$ cat src/rtl/j_acc_deserializer.sv
// j_acc_deserializer: repacks an LSB-first bit-serial stream into DATA_WIDTH-bit words and writes them to SRAM.
// Latency: last valid bit -> SRAM write cycle is 1 clk (2 clk, read then add-write, with J_ACC_DESER_ADD_EN).
// Backpressure: none; serial_en gaps stall collection indefinitely and the SRAM is always assumed ready.
//
// Optional feature macro: J_ACC_DESER_ADD_EN
//   undefined : each completed word overwrites SRAM, sram_data_i is ignored.
//   defined   : each completed word is read-modify-written (SRAM += word, modulo 2^DATA_WIDTH).
//
// Ports:
//   clk, reset          clock; asynchronous active-high reset
//   store_start         one-cycle job start pulse, honoured only while idle
//   store_idle          high while no job is active
//   store_done          one-cycle pulse coincident with the job's final SRAM write
//   frame_err           sticky: serial_start seen mid-frame; cleared by reset or a new job
//   start_addr          first write address, sampled on store_start
//   img_size            number of words minus one, sampled on store_start
//   serial_input        data bit (from the shifter's serial_output)
//   serial_start        marks bit 0 of a frame, qualified by serial_en
//   serial_en           bit-valid strobe
//   sram_en, sram_we    SRAM access / write enables
//   sram_addr           SRAM address
//   sram_data_o         SRAM write data
//   sram_data_i         SRAM read data (one-cycle latency), used only in accumulate mode
module j_acc_deserializer #(
  parameter int SRAM_DEPTH = 1024,
  parameter int DATA_WIDTH = 32,
  localparam int AW = $clog2(SRAM_DEPTH),
  localparam int BW = $clog2(DATA_WIDTH)
) (
  input  logic                  clk,
  input  logic                  reset,
  input  logic                  store_start,
  output logic                  store_idle,
  output logic                  store_done,
  output logic                  frame_err,
  input  logic [AW-1:0]         start_addr,
  input  logic [AW-1:0]         img_size,
  input  logic                  serial_input,
  input  logic                  serial_start,
  input  logic                  serial_en,
  output logic                  sram_en,
  output logic                  sram_we,
  output logic [AW-1:0]         sram_addr,
  output logic [DATA_WIDTH-1:0] sram_data_o,
  input  logic [DATA_WIDTH-1:0] sram_data_i
);

  typedef enum logic [1:0] {
    IDLE = 2'd0,
    RECV = 2'd1,
    LAST = 2'd2
  } state_t;

  localparam logic [BW-1:0] LAST_BIT = BW'(DATA_WIDTH - 1);

  state_t                state;
  state_t                state_nxt;

  logic [BW-1:0]         bit_cnt;    // next bit position to fill in word
  logic [DATA_WIDTH-1:0] word;       // frame under collection
  logic [DATA_WIDTH-1:0] full_word;  // word with the in-flight final bit merged in
  logic [DATA_WIDTH-1:0] hold;       // completed word waiting for its SRAM write
  logic [AW-1:0]         word_cnt;   // index of the word being collected
  logic [AW-1:0]         last_cnt;   // index of the final word of the job
  logic [AW-1:0]         cur_addr;   // SRAM address of the next write
  logic                  wr_pend;    // write issues this cycle

  logic                  job_start;
  logic                  bit_vld;
  logic                  frame_restart;
  logic                  word_done;
  logic                  last_word;

`ifdef J_ACC_DESER_ADD_EN
  logic                  rd_pend;    // read of the accumulation target issues this cycle
`else
  logic                  unused_sram_data;
  assign unused_sram_data = ^sram_data_i;
`endif

  assign job_start     = (state == IDLE) && store_start;
  assign bit_vld       = (state == RECV) && serial_en;
  // A frame marker that arrives mid-word restarts collection at bit 0.
  assign frame_restart = bit_vld && serial_start && (bit_cnt != '0);
  assign word_done     = bit_vld && !frame_restart && (bit_cnt == LAST_BIT);
  assign last_word     = (word_cnt == last_cnt);

  // The final bit goes straight into hold, so it is merged here rather than
  // taking an extra cycle through word.
  always_comb begin
    full_word                 = word;
    full_word[DATA_WIDTH-1]   = serial_input;
  end

  // ---------------------------------------------------------------------------
  // Control FSM
  // ---------------------------------------------------------------------------
  always_ff @(posedge clk or posedge reset) begin
    if (reset) begin
      state <= IDLE;
    end else begin
      state <= state_nxt;
    end
  end

  always_comb begin
    state_nxt   = state;
    store_idle  = 1'b0;
    store_done  = 1'b0;
    sram_en     = 1'b0;
    sram_we     = 1'b0;
    sram_addr   = cur_addr;
    sram_data_o = '0;

    case (state)
      IDLE: begin
        store_idle = 1'b1;
        if (store_start) begin
          state_nxt = RECV;
        end
      end
      RECV: begin
        if (word_done && last_word) begin
          state_nxt = LAST;
        end
      end
      LAST: begin
        // Only the final word's write can be pending here.
        if (wr_pend) begin
          store_done = 1'b1;
          state_nxt  = IDLE;
        end
      end
      default: begin
        state_nxt = IDLE;
      end
    endcase

`ifdef J_ACC_DESER_ADD_EN
    sram_en = rd_pend | wr_pend;
    sram_we = wr_pend;
    if (wr_pend) begin
      sram_data_o = sram_data_i + hold;
    end
`else
    sram_en = wr_pend;
    sram_we = wr_pend;
    if (wr_pend) begin
      sram_data_o = hold;
    end
`endif
  end

  // ---------------------------------------------------------------------------
  // Bit collection and write pipe
  // ---------------------------------------------------------------------------
  always_ff @(posedge clk or posedge reset) begin
    if (reset) begin
      bit_cnt   <= '0;
      word      <= '0;
      hold      <= '0;
      word_cnt  <= '0;
      last_cnt  <= '0;
      cur_addr  <= '0;
      wr_pend   <= 1'b0;
      frame_err <= 1'b0;
`ifdef J_ACC_DESER_ADD_EN
      rd_pend   <= 1'b0;
`endif
    end else begin
      // Write pipe: each pending access lasts exactly one cycle.
`ifdef J_ACC_DESER_ADD_EN
      rd_pend <= 1'b0;
      wr_pend <= rd_pend;
`else
      wr_pend <= 1'b0;
`endif
      if (wr_pend) begin
        cur_addr <= cur_addr + 1'b1;
      end

      if (job_start) begin
        cur_addr  <= start_addr;
        last_cnt  <= img_size;
        word_cnt  <= '0;
        bit_cnt   <= '0;
        word      <= '0;
        frame_err <= 1'b0;
      end

      if (bit_vld) begin
        if (frame_restart) begin
          frame_err <= 1'b1;
          word      <= DATA_WIDTH'(serial_input);
          bit_cnt   <= BW'(1);
        end else if (bit_cnt == LAST_BIT) begin
          hold    <= full_word;
          word    <= '0;
          bit_cnt <= '0;
`ifdef J_ACC_DESER_ADD_EN
          rd_pend <= 1'b1;
`else
          wr_pend <= 1'b1;
`endif
          if (!last_word) begin
            word_cnt <= word_cnt + 1'b1;
          end
        end else begin
          word[bit_cnt] <= serial_input;
          bit_cnt       <= bit_cnt + 1'b1;
        end
      end
    end
  end

endmodule

$ cat config.mk
export PLATFORM = sky130hd
export DESIGN_NAME = j_acc_deserializer
export DESIGN_NICKNAME = d
export VERILOG_FILES = /design/src/rtl/j_acc_deserializer.sv
export SDC_FILE = /design/constraint.sdc
export NUM_CORES = 1
export LEC_CHECK = 0
export CAP_MARGIN = 20
export CORE_ASPECT_RATIO = 0.7
export CORE_MARGIN = 10
export CORE_UTILIZATION = 47
export CTS_CLUSTER_SIZE = 14
export DETAILED_ROUTE_END_ITERATION = 7
export PLACE_DENSITY = 0.82
export SYNTH_ARGS = -nofsm -noshare
export SYNTH_HDL_FRONTEND = slang
export SYNTH_SLANG_ARGS = --single-unit
$ cat constraint.sdc
create_clock -name clk -period 3.66 [get_ports clk]
set_clock_uncertainty 0.2 [all_clocks]
set_input_delay 0.915 -clock clk [delete_from_list [all_inputs] [get_ports clk]]
set_output_delay 0.915 -clock clk [all_outputs]
set_load 0.1 [all_outputs]
Word-level counts from Yosys, hierarchy flattened
Index checks and enable logic that the tools add are counted.

Bits in registers: 103. Bits of input ports: 58. Output and inout bits: 47. Logic and storage cells: 69.

$add $sub $neg: 3. Order comparisons: 2. Equality and inequality tests: 7. Muxes and demuxes: 32. Bitwise logic cells: 1. Reduce and logical (&&, ||, !) cells: 15.

Operators by type and width (number): $mux W32 (5); $mux W10 (7); $bwmux W32 (1); $add A10 B1 Y10 const B (2); $mux W5 (4); $eq A10 B10 Y1 (1); $mux W1 (10); $logic_and A1 B1 Y1 (8); $lt A5 B6 Y1 const B (1); $mux W2 (3); $pmux W2 S3 (1); $reduce_and A3 Y1 (2); $add A5 B1 Y5 const B (1); $demux W1 S5 (1); $eq A5 B5 Y1 const B (1); $ge A5 B1 Y1 const B (1); $reduce_bool A5 Y1 (1); $ne A2 B2 Y1 const B (2); $reduce_bool A2 Y1 (2); $eq A2 B1 Y1 const B (1); $eq A2 B2 Y1 const B (1); $logic_not A2 Y1 (1); $ne A2 B1 Y1 const B (1); $logic_not A1 Y1 (1); $not A1 Y1 (1).

Depth between registers and ports, before layout
Depth in word-level cells: 10. Mapped depth: 8. Depth with buffers taken out: 8.

Least setup slack after synthesis
OpenSTA, ideal clock, no wires.

Kind: reg2out. Start: register wr_pend (netlist: sram_en). End: output port store_done. Data arrival time: 3550 ps. Required time: 2545 ps. Slack: -1005 ps. Stages on the path, launching flop included: 3. Path buffers: 1. Cell sequence: dfrtp_1 -> buf_1 -> nor3b_1.

Longest elaborated chain between the ends: 2.

RTL lines: from (decl) (line 66) `logic wr_pend;`; from (signal assigned) (line 165) `wr_pend <= 1'b0;`; from (signal assigned) (line 176) `wr_pend <= 1'b0;`; from (signal assigned) (line 203) `wr_pend <= 1'b1;`; $mux W1 (line 129) `if (wr_pend) begin`; $mux W1 (line 115) `case (state)`; to (decl) (line 34) `output logic store_done,`.

Every way passes these cells.

Final worst setup path
Start: input port serial_en. End: register hold[29].

Longest elaborated chain between the ends: 5.

RTL lines: from (decl) (line 40) `input logic serial_en,`; $logic_and A1 B1 Y1 (*) (line 82) `assign bit_vld = (state == RECV) && serial_en;`; $logic_and A1 B1 Y1 (2 in a row) (line 84) `assign frame_restart = bit_vld && serial_start && (bit_cnt != '0);`; $not A1 Y1 (no line); $reduce_and A3 Y1 (no line) (*); to (signal assigned) (line 197) `hold <= full_word;`; to (decl) (line 62) `logic [DATA_WIDTH-1:0] hold;`.

Mark *: on every way between the ends. The rest lies on a longest branch, timed or not. A chain may end at the register's enable or synchronous reset.

==> impl_metrics.env <==
export IMPL_num_io_pins=105
export IMPL_ys_seq_area_frac=0.498
export IMPL_gp_congestion=0.842
export IMPL_synth_top_cell_area_share=0.498
export IMPL_placedInstanceArea_mm2=0.00585
export IMPL_post_drt_wl_per_cell_um=15.8
export IMPL_hold_violations=0
export IMPL_critPathRequiredTime_ps=3740
export IMPL_critPathSlowestCell="inv_1"
export IMPL_nFillCells=935
export IMPL_drive_above_1_share=0.135
export IMPL_viasPerCell=5.39
export IMPL_finalSetupViolations=0
export IMPL_cp_data_arrival_time_ps=2820
export IMPL_cts_tree="built"
export IMPL_drtAntennaViolNets=0
export IMPL_path_class="in2reg"
export IMPL_synth_distinct_cells=41
export IMPL_grt_pass1_wl_um=20600
export IMPL_num_rows=31
export IMPL_ys_top_cells_by_count="176 x nand2_1, 102 x dfrtp_1, 47 x o21ai_0"
export IMPL_drtIter0Drc=311
export IMPL_ys_flop_type="dfrtp_1"
export IMPL_grt_pass1_vias=4125
export IMPL_fin_nets=695
export IMPL_syn2layout_area_growth_pct=20.3
export IMPL_power_density_mw_per_mm2=531
export IMPL_post_cts_setup_buffers=0
export IMPL_insertion_delay_ps=350
export IMPL_numCtsBuffers=9
export IMPL_core_area_mm2=0.0105
export IMPL_fmax_mhz=365
export IMPL_async_reset_ff_frac=1.00
export IMPL_overflow=0
export IMPL_syn_area_mm2=0.00512
export IMPL_max_slew_margin_rel=0.261
export IMPL_path_cells="clkdlybuf4s50_1 > and3b_1 > o211ai_4 > inv_1 > nand2_1 > nand2_1"
export IMPL_die_w_um=145
export IMPL_yosys_warnings=0
export IMPL_start_util=0.487
export IMPL_max_stage_delay_ps=780
export IMPL_drc=0
export IMPL_synth_most_common_cell="nand2_1"
export IMPL_synthTopCellsByArea="dfrtp_1 50%, nand2_1 13%, a32oi_1 5.1%, and2_1 4.6%, o21ai_0 4.6%"
export IMPL_status="complete, no violations"
export IMPL_cp_top_family="buffers and inverters"
export IMPL_hp_class="reg2reg"
export IMPL_yosys_area_top_type="dfrtp_1"
export IMPL_die_y_um=107
export IMPL_multi_input_area_mm2=0.00237
export IMPL_clockBufferDepth=2
export IMPL_die_area_mm2=0.0155
export IMPL_clk_pin_slew_worst_paths_ps=60
export IMPL_fin_crit_ps=2740
export IMPL_path_max_fanout=33
export IMPL_ys_ff_latch=102
export IMPL_endpoint_kind="flop"
export IMPL_slew_violations=0
export IMPL_num_vias=4219
export IMPL_cpMostUsedCell="nand2_1"
export IMPL_antenna_found_initial=0
export IMPL_p_leak_nw=2.92
export IMPL_cts_sinks=102
export IMPL_drt_first_pass_iters=4
export IMPL_dp_hpwl_um=8570
export IMPL_synth_fp_nets=642
export IMPL_cap_violations=0
export IMPL_synthCells=577
export IMPL_cp_start_kind="primary input"
export IMPL_synth_avg_cell_area_um2=8.88
export IMPL_ir_worst_vdd_mv=0.376
export IMPL_p_total_w=0.00327
export IMPL_timing_final_crit_share=0.748
export IMPL_wl_um=12400
export IMPL_worst_pin_slew_ps=1110
export IMPL_grt_max_degree=52
export IMPL_root_buffer="clkbuf_16"
export IMPL_cp_buffers_inverters=2
export IMPL_final_area_mm2=0.00616
export IMPL_synth_edf_count=0
export IMPL_layout_area_seq_mm2=0.00255
export IMPL_n_antenna_cell=0
export IMPL_cts_resized=0
export IMPL_postCtsHoldBufs=0
export IMPL_htreeDepth=3
export IMPL_rsz0062_at_grt="no"
export IMPL_io_buffers=72
export IMPL_grt_usage=0.161
-- worst reg2reg max path, stage by stage (launching register included) --
cell,delay (ps)
dfrtp_1,440
inv_1,110
ha_1,180
nor4b_4,400
o211ai_4,160
inv_1,780
nand2_1,170
nand2_1,100
-- stage by stage --
stage               setup TNS, ps  hold slack (ps)  setup slack [ps]  cells   util
floorplan                   -24.1              238             -24.1    577      -
global placement                0              253               640    766  0.557
detailed placement              0              256               547    766  0.557
CTS                             0              273               899    782  0.586
global route                    0              289               785    783  0.586
finish                          0              266               921    783  0.586
-- placed cells by master (no fill, tap or decap), drive strengths merged, types with 5 or more instances in the layout --
cell type,synthesis,routed
clkdlybuf4s50,0,25
inv,8,7
o21ai,47,47
and2,39,39
clkbuf,26,13
nor2,14,14
dfrtp,102,102
and3,5,5
a21oi,34,34
ha,7,7
xor2,16,16
nand3,8,8
nor2b,7,7
nand2,176,176
a32oi,30,30
buf,18,61
-- state kept, by name (all words and copies together) (netlist names) --
register	count
hold	32
word	31
last_cnt	10
sram_addr	10
word_cnt	10
bit_cnt	5
state	2
frame_err	1
sram_en	1
-- logic make-up (layout without fill, tap and decap cells) --
group,Yosys count,after routing,synth area share
AOI/OAI and AO/OA,125,125,0.159
DFF,102,102,0.498
muxes,7,7,0.0144
xor gates and xnor gates,20,20,0.0342
and+or+nand+nor,264,264,0.236
adders and majority gates,7,7,0.0171
buffers and inverters,52,110,0.0413
-- per-layer routing --
metal,vias to the layer above,track usage,part of all wire
met5,-,0,0
met4,0,0.0381,0.013
met3,16,0.0516,0.084
met2,152,0.247,0.44
met1,1985,0.216,0.46
li1,2066,-,-
-- cell type report --
class,count,area share
flip-flops and latches,102,0.414
multi-input cells,423,0.384
repair buffers,86,0.117
clock buffers,13,0.0422
well taps,148,0.0300
clock inverters,3,0.00690
inverters,8,0.00548
-- final timing paths --
kind	startpoint	end	slack, ps	depth (start not counted)
setup / recovery	serial_en	hold[29]	920	6
hold / removal	hold[2]	hold[2]	270	2
setup reg to reg	bit_cnt[0]	hold[29]	1060	7
hold reg to reg	hold[2]	hold[2]	270	2
max in group asynchronous	reset	word[12]	1820	3
min in group asynchronous	reset	sram_addr[9]	780	2
-- report_power, final --
part,total [W],switching (W),internal (W)
Combinational,0.000926,0.000673,0.000253
Clock,0.000983,0.000415,0.000567
Sequential,0.00137,0.000123,0.00124
No activity file was read; power rests on OpenSTA's default activity.
